`src/rtl/sdram_avl_arbiter.sv`:
```
// sdram_avl_arbiter: shares the single avl slave port of sdram_controller between
// NUM_MASTERS avl masters. One owner at a time; the grant is locked for every request
// beat and, for reads, every returned word, then the arbiter re-arbitrates.
// Build option: define SDRAM_ARB_FIXED_PRIO_EN for fixed priority (index 0 highest);
// otherwise round-robin starting from a pointer just past the previous winner.
// Handshake: a request beat transfers on a cycle where s_read|s_write and
// s_request_ready are both high; a response word transfers on a cycle where
// s_read_data_valid and s_resp_ready are both high.
// state_dbg exposes the FSM state (0 IDLE, 1 GRANT, 2 DRAIN).
module sdram_avl_arbiter #(
   parameter int NUM_MASTERS = 2,
   parameter int BEAT_W      = 9
) (
   input  logic                     clk,
   input  logic                     rest_n,
   input  logic [NUM_MASTERS*32-1:0] m_address,
   input  logic [NUM_MASTERS*4-1:0]  m_byte_en,
   input  logic [NUM_MASTERS-1:0]    m_read,
   input  logic [NUM_MASTERS-1:0]    m_write,
   input  logic [NUM_MASTERS*32-1:0] m_write_data,
   input  logic [NUM_MASTERS-1:0]    m_begin_burst_transfer,
   input  logic [NUM_MASTERS*8-1:0]  m_burst_count,
   output logic [NUM_MASTERS-1:0]    m_request_ready,
   output logic [31:0]               m_read_data,
   output logic [NUM_MASTERS-1:0]    m_read_data_valid,
   input  logic [NUM_MASTERS-1:0]    m_resp_ready,
   output logic [31:0]               s_address,
   output logic [3:0]                s_byte_en,
   output logic                      s_read,
   output logic                      s_write,
   output logic [31:0]               s_write_data,
   output logic                      s_begin_burst_transfer,
   output logic [7:0]                s_burst_count,
   input  logic                      s_request_ready,
   input  logic [31:0]               s_read_data,
   input  logic                      s_read_data_valid,
   output logic                      s_resp_ready,
   output logic [NUM_MASTERS-1:0]    grant,
   output logic                      busy,
   output logic [1:0]                state_dbg
);

   localparam int PTR_W = (NUM_MASTERS > 1) ? $clog2(NUM_MASTERS) : 1;

   typedef enum logic [1:0] {
      IDLE  = 2'd0,
      GRANT = 2'd1,
      DRAIN = 2'd2
   } state_t;

   state_t             state, state_nxt;
   logic [BEAT_W-1:0]  total, req_cnt, rsp_cnt;
   logic               txn_rd;
   logic [NUM_MASTERS-1:0] req_vec;
   logic               win_valid, win_begin, win_rd;
   logic [PTR_W-1:0]   win_idx;
   logic [7:0]         win_bc;
   logic               owner_rd, owner_wr;
   logic               req_fire, rsp_fire, start, go_idle;

   assign req_vec     = m_read | m_write;
   assign m_read_data = s_read_data;
   assign state_dbg   = state;

`ifdef SDRAM_ARB_FIXED_PRIO_EN
   // Fixed priority: lowest-index requester wins.
   always_comb begin
      win_valid = 1'b0;
      win_idx   = '0;
      win_bc    = '0;
      win_begin = 1'b0;
      win_rd    = 1'b0;
      for (int k = NUM_MASTERS - 1; k >= 0; k--) begin
         if (req_vec[k]) begin
            win_valid = 1'b1;
            win_idx   = PTR_W'(k);
            win_bc    = m_burst_count[8*k +: 8];
            win_begin = m_begin_burst_transfer[k];
            win_rd    = m_read[k];
         end
      end
   end
`else
   logic [PTR_W-1:0] rr_ptr;

   // Round-robin: first requester found scanning upward from rr_ptr, wrapping.
   always_comb begin
      int idx;
      idx       = 0;
      win_valid = 1'b0;
      win_idx   = '0;
      win_bc    = '0;
      win_begin = 1'b0;
      win_rd    = 1'b0;
      for (int k = 0; k < NUM_MASTERS; k++) begin
         idx = int'(rr_ptr) + k;
         if (idx >= NUM_MASTERS) idx = idx - NUM_MASTERS;
         if (!win_valid && req_vec[idx]) begin
            win_valid = 1'b1;
            win_idx   = PTR_W'(idx);
            win_bc    = m_burst_count[8*idx +: 8];
            win_begin = m_begin_burst_transfer[idx];
            win_rd    = m_read[idx];
         end
      end
   end

   // Pointer moves just past the winner each time a grant is issued.
   always_ff @(posedge clk or negedge rest_n) begin
      if (!rest_n)
         rr_ptr <= '0;
      else if (start)
         rr_ptr <= (win_idx == PTR_W'(NUM_MASTERS - 1)) ? '0 : win_idx + PTR_W'(1);
   end
`endif

   // AND-OR mux of the owner's request fields; grant is one-hot or zero.
   always_comb begin
      s_address              = '0;
      s_byte_en              = '0;
      s_write_data           = '0;
      s_begin_burst_transfer = 1'b0;
      s_burst_count          = '0;
      owner_rd               = 1'b0;
      owner_wr               = 1'b0;
      s_resp_ready           = 1'b0;
      for (int i = 0; i < NUM_MASTERS; i++) begin
         if (grant[i]) begin
            s_address              = s_address | m_address[32*i +: 32];
            s_byte_en              = s_byte_en | m_byte_en[4*i +: 4];
            s_write_data           = s_write_data | m_write_data[32*i +: 32];
            s_begin_burst_transfer = s_begin_burst_transfer | m_begin_burst_transfer[i];
            s_burst_count          = s_burst_count | m_burst_count[8*i +: 8];
            owner_rd               = owner_rd | m_read[i];
            // read wins when both strobes are set
            owner_wr               = owner_wr | (m_write[i] & ~m_read[i]);
            s_resp_ready           = s_resp_ready | m_resp_ready[i];
         end
      end
   end

   // FSM state register.
   always_ff @(posedge clk or negedge rest_n) begin
      if (!rest_n) state <= IDLE;
      else         state <= state_nxt;
   end

   // Next state and per-state strobes toward slave and owner.
   always_comb begin
      state_nxt         = state;
      s_read            = 1'b0;
      s_write           = 1'b0;
      m_request_ready   = '0;
      m_read_data_valid = '0;
      busy              = 1'b0;
      req_fire          = 1'b0;
      rsp_fire          = 1'b0;
      start             = 1'b0;
      go_idle           = 1'b0;
      case (state)
         IDLE: begin
            if (win_valid) begin
               start     = 1'b1;
               state_nxt = GRANT;
            end
         end
         GRANT: begin
            busy              = 1'b1;
            s_read            = owner_rd;
            s_write           = owner_wr;
            m_request_ready   = grant & {NUM_MASTERS{s_request_ready}};
            m_read_data_valid = grant & {NUM_MASTERS{s_read_data_valid}};
            req_fire          = s_request_ready & (owner_rd | owner_wr);
            rsp_fire          = s_read_data_valid & s_resp_ready;
            if (req_fire && (req_cnt + BEAT_W'(1) == total)) begin
               if (!txn_rd || (rsp_cnt + BEAT_W'(rsp_fire) == total)) begin
                  go_idle   = 1'b1;
                  state_nxt = IDLE;
               end else begin
                  state_nxt = DRAIN;
               end
            end
         end
         DRAIN: begin
            busy              = 1'b1;
            m_read_data_valid = grant & {NUM_MASTERS{s_read_data_valid}};
            rsp_fire          = s_read_data_valid & s_resp_ready;
            if (rsp_fire && (rsp_cnt + BEAT_W'(1) == total)) begin
               go_idle   = 1'b1;
               state_nxt = IDLE;
            end
         end
         default: state_nxt = IDLE;
      endcase
   end

   // Grant, transaction length and beat counters.
   always_ff @(posedge clk or negedge rest_n) begin
      if (!rest_n) begin
         grant   <= '0;
         total   <= '0;
         req_cnt <= '0;
         rsp_cnt <= '0;
         txn_rd  <= 1'b0;
      end else if (start) begin
         grant   <= NUM_MASTERS'(1) << win_idx;
         total   <= win_begin ? BEAT_W'(win_bc) + BEAT_W'(1) : BEAT_W'(1);
         req_cnt <= '0;
         rsp_cnt <= '0;
         txn_rd  <= win_rd;
      end else if (go_idle) begin
         grant   <= '0;
         req_cnt <= '0;
         rsp_cnt <= '0;
      end else begin
         if (req_fire) req_cnt <= req_cnt + BEAT_W'(1);
         if (rsp_fire) rsp_cnt <= rsp_cnt + BEAT_W'(1);
      end
   end

endmodule

```
`config.mk`:
```
export PLATFORM = sky130hd
export DESIGN_NAME = sdram_avl_arbiter
export DESIGN_NICKNAME = d
export VERILOG_FILES = /design/src/rtl/sdram_avl_arbiter.sv
export SDC_FILE = /design/constraint.sdc
export NUM_CORES = 1
export LEC_CHECK = 0
export ABC_AREA = 1
export CAP_MARGIN = 20
export CORE_AREA = 2 2 123 125
export DETAILED_ROUTE_END_ITERATION = 10
export DIE_AREA = 0 0 125 127
export GPL_ROUTABILITY_DRIVEN = 0
export PLACE_DENSITY = 0.75
export SLEW_MARGIN = 10
export SYNTH_ARGS = -nofsm -noshare
export SYNTH_HDL_FRONTEND = slang
export SYNTH_SLANG_ARGS = --single-unit
export TNS_END_PERCENT = 100
```
`constraint.sdc`:
```
create_clock -name clk -period 3 [get_ports clk]
set_clock_uncertainty 0.1 [all_clocks]
set_input_delay 0.6 -clock clk [delete_from_list [all_inputs] [get_ports clk]]
set_output_delay 0.6 -clock clk [all_outputs]
set_load 0.02 [all_outputs]
```
==> impl_metrics.tcl <==
set metrics [dict create \
    number_of_distinct_library_cells_after_synthesis 33 \
    outcome "complete, no violations" \
    worstSetupEndpointType "primary output" \
    grt_antenna_before_repair 6 \
    design.final.nets 1015 \
    post-route-util_pct 46.0 \
    number_of_placement_rows 44 \
    die_width_microns 125 \
    worstPathRequired_ns 2.30 \
    final_layout_size_suffix_gt1_share_pct 6.65 \
    fill_cells 1480 \
    worstSkewPairLatency_ns 0.28 \
    place_hpwl_mm 17.6 \
    cts_inserted_buffers 5 \
    slew_headroom_pct 63.6 \
    drt-vias-per-instance 4.94 \
    die_boundary_height_microns 127 \
    clock.fmax_mhz 343 \
    clkSinkCount 33 \
    period_minus_slack_ns 2.91 \
    hold_slack_ns 0.460 \
    hold_class "flip-flop to flip-flop" \
    post-layout-total-power_mw 5.99 \
    detail_route.first_pass.iterations 5 \
    layout_worst_path_cycle_share_pct 97.2 \
    initialDrtViolationCount 264 \
    place_area_sq_mm 0.00636 \
    routedWlPerCell_microns 21.0 \
    clock-root-buffer "sky130_fd_sc_hd__clkbuf_16" \
    grt_pass1_wl_mm 29.5 \
    num_io_pins 317 \
    report.final.setup_viol 0 \
    yosys_register_bits 33 \
    dieArea_sq_mm 0.0159 \
    grt_start_max_net_pins 50 \
    netlist_instances 585 \
    final_antenna_net_count 0 \
    cp_max_fo 49 \
    max_cap_violations 0 \
    gr-usage-all-layers_pct 25.0 \
    worstSetupStartpointType "flip-flop" \
    worst_setup_hold_path_clk_slew_ns 0.06 \
    irDropWorstVdd_v 0.000463 \
    power.density_cell_area_mw_per_mm2 903 \
    finalHoldViolCount 0 \
    slew_violations 0 \
    layout.cell_area.non_filler_sq_mm 0.00663 \
    most-common-layout-cells "sky130_fd_sc_hd__clkdlybuf4s50_1, sky130_fd_sc_hd__nand2_1, sky130_fd_sc_hd__inv_1" \
    p_leak_nw 2.92 \
    yosys_warnings 0 \
    htreeDepth 2 \
    count_of_unresolved_drc_violations_after_routing 0 \
    dr_total_vias 4951 \
    tritoncts "built" \
    synthesis.area_sq_mm 0.00377 \
    postSynthAreaPerCell_sq_um 6.45 \
    area.growth.synth_to_final_pct 75.7 \
    core_area_sq_mm 0.0144 \
    net_count_of_the_mapped_netlist 789 \
    mostFrequentLayoutCell "sky130_fd_sc_hd__clkdlybuf4s50_1" \
    tightest_slew_ns 0.544 \
    cts_buffer_depth 2 \
    portBuffers 252 \
    grt_pass1_vias 4744 \
    globalRouteOverflowTotal 0 \
    initial_core_util_pct 26.2 \
    wl_mm 21.0 \
    arrival_ns 2.21 \
    critical_path_class "flip-flop to primary output" \
    seq_area_frac_synth_pct 21.9 \
]
-- cell families after synthesis --
family                   after synthesis  synth area share [%]
AO/OA/AOI/OAI                        133                  25.4
AND/OR/NAND/NOR                      261                  29.1
multiplexers                           2                 0.530
XOR/XNOR                              16                  3.71
flip-flops                            33                  21.9
adder cells (fa/ha/maj)                8                  2.65
buffers and inverters                132                  16.7
-- routing by layer --
layer / routed length, microns / global-route usage, % / vias up
met5: 0 / 0 / -
met4: 741 / 12.4 / 0
met3: 3280 / 15.2 / 37
met2: 9290 / 37.9 / 274
met1: 7710 / 27.8 / 2246
li1: - / - / 2394
-- cells in the mapped netlist, drive strengths merged --
library cell	n	area, sq um
a22oi	1	7.51
o22ai	16	106
xnor2	9	78.8
or2	2	12.5
buf	46	307
o21bai	1	7.51
clkinv	1	3.75
nor2	57	214
clkbuf	11	43.8
nand2	136	521
dfrtp	33	826
a31oi	1	6.26
ha	8	100
nand3	50	250
o21ai	30	150
a22o	69	604
mux2i	2	20.0
nand4	9	56.3
nor3	7	46.3
xor2	7	61.3
inv	74	278
a21oi	15	75.1
-- stage by stage --
stage          cells  setup TNS [ns]  worst slack [ns]
2_1_floorplan    585               0             0.150
5_1_grt         1001         -0.0270           -0.0179
3_5_place_dp     986           -4.33            -0.231
4_1_cts          994               0           0.00742
6_report        1002               0            0.0853
3_3_place_gp     986           -3.39            -0.174
-- layout make-up --
type	count	area [sq um]	share of cell area [%]
diodes	6	15.0	0.226
clock buffers	6	139	2.09
clock inverters	2	37.5	0.566
inverters	75	285	4.30
multi-input cells	420	2370	35.7
flip-flops and latches	33	828	12.5
well taps	184	230	3.47
repair buffers	276	2730	41.1
-- sequential cells by signal (all words and copies together), names as in the netlist --
signal and cells:
rr_ptr 1, rsp_cnt 9, txn_rd 1, state_dbg 2, grant 2, total 9
req_cnt 9
-- path summary, 6_finish.rpt --
check,end,cells past startpoint,slack (ns),from
worst max-delay path,m_read_data_valid[1],4,0.09,grant[1]
worst min-delay path,state_dbg[1],2,0.46,state_dbg[1]
worst max register to register,grant[1],20,0.43,grant[0]
worst min register to register,state_dbg[1],2,0.46,state_dbg[1]
max in group asynchronous,rsp_cnt[6],2,1.58,rest_n
min in group asynchronous,rr_ptr,1,0.57,rest_n
-- worst max-delay path: stages, from the launching register on --
cell,delay [ns]
sky130_fd_sc_hd__dfrtp_2,0.43
sky130_fd_sc_hd__buf_12,0.25
sky130_fd_sc_hd__clkinvlp_4,0.30
sky130_fd_sc_hd__nor3_1,0.28
sky130_fd_sc_hd__clkdlybuf4s50_1,0.65
-- repair_timing --
item / CTS / global route
resized for setup: 0 / 16
setup endpoints to repair: 0 / 27
setup buffers: 0 / 2
hold buffers: 0 / 0
-- power breakdown --
part | switching, mW | total [mW] | leakage, nW | internal (mW)
Sequential | 0.270 | 0.869 | 0.434 | 0.599
Clock | 0.203 | 0.617 | 0.0831 | 0.414
Combinational | 2.54 | 4.51 | 2.40 | 1.97
Power figures use the tool's default switching activity.
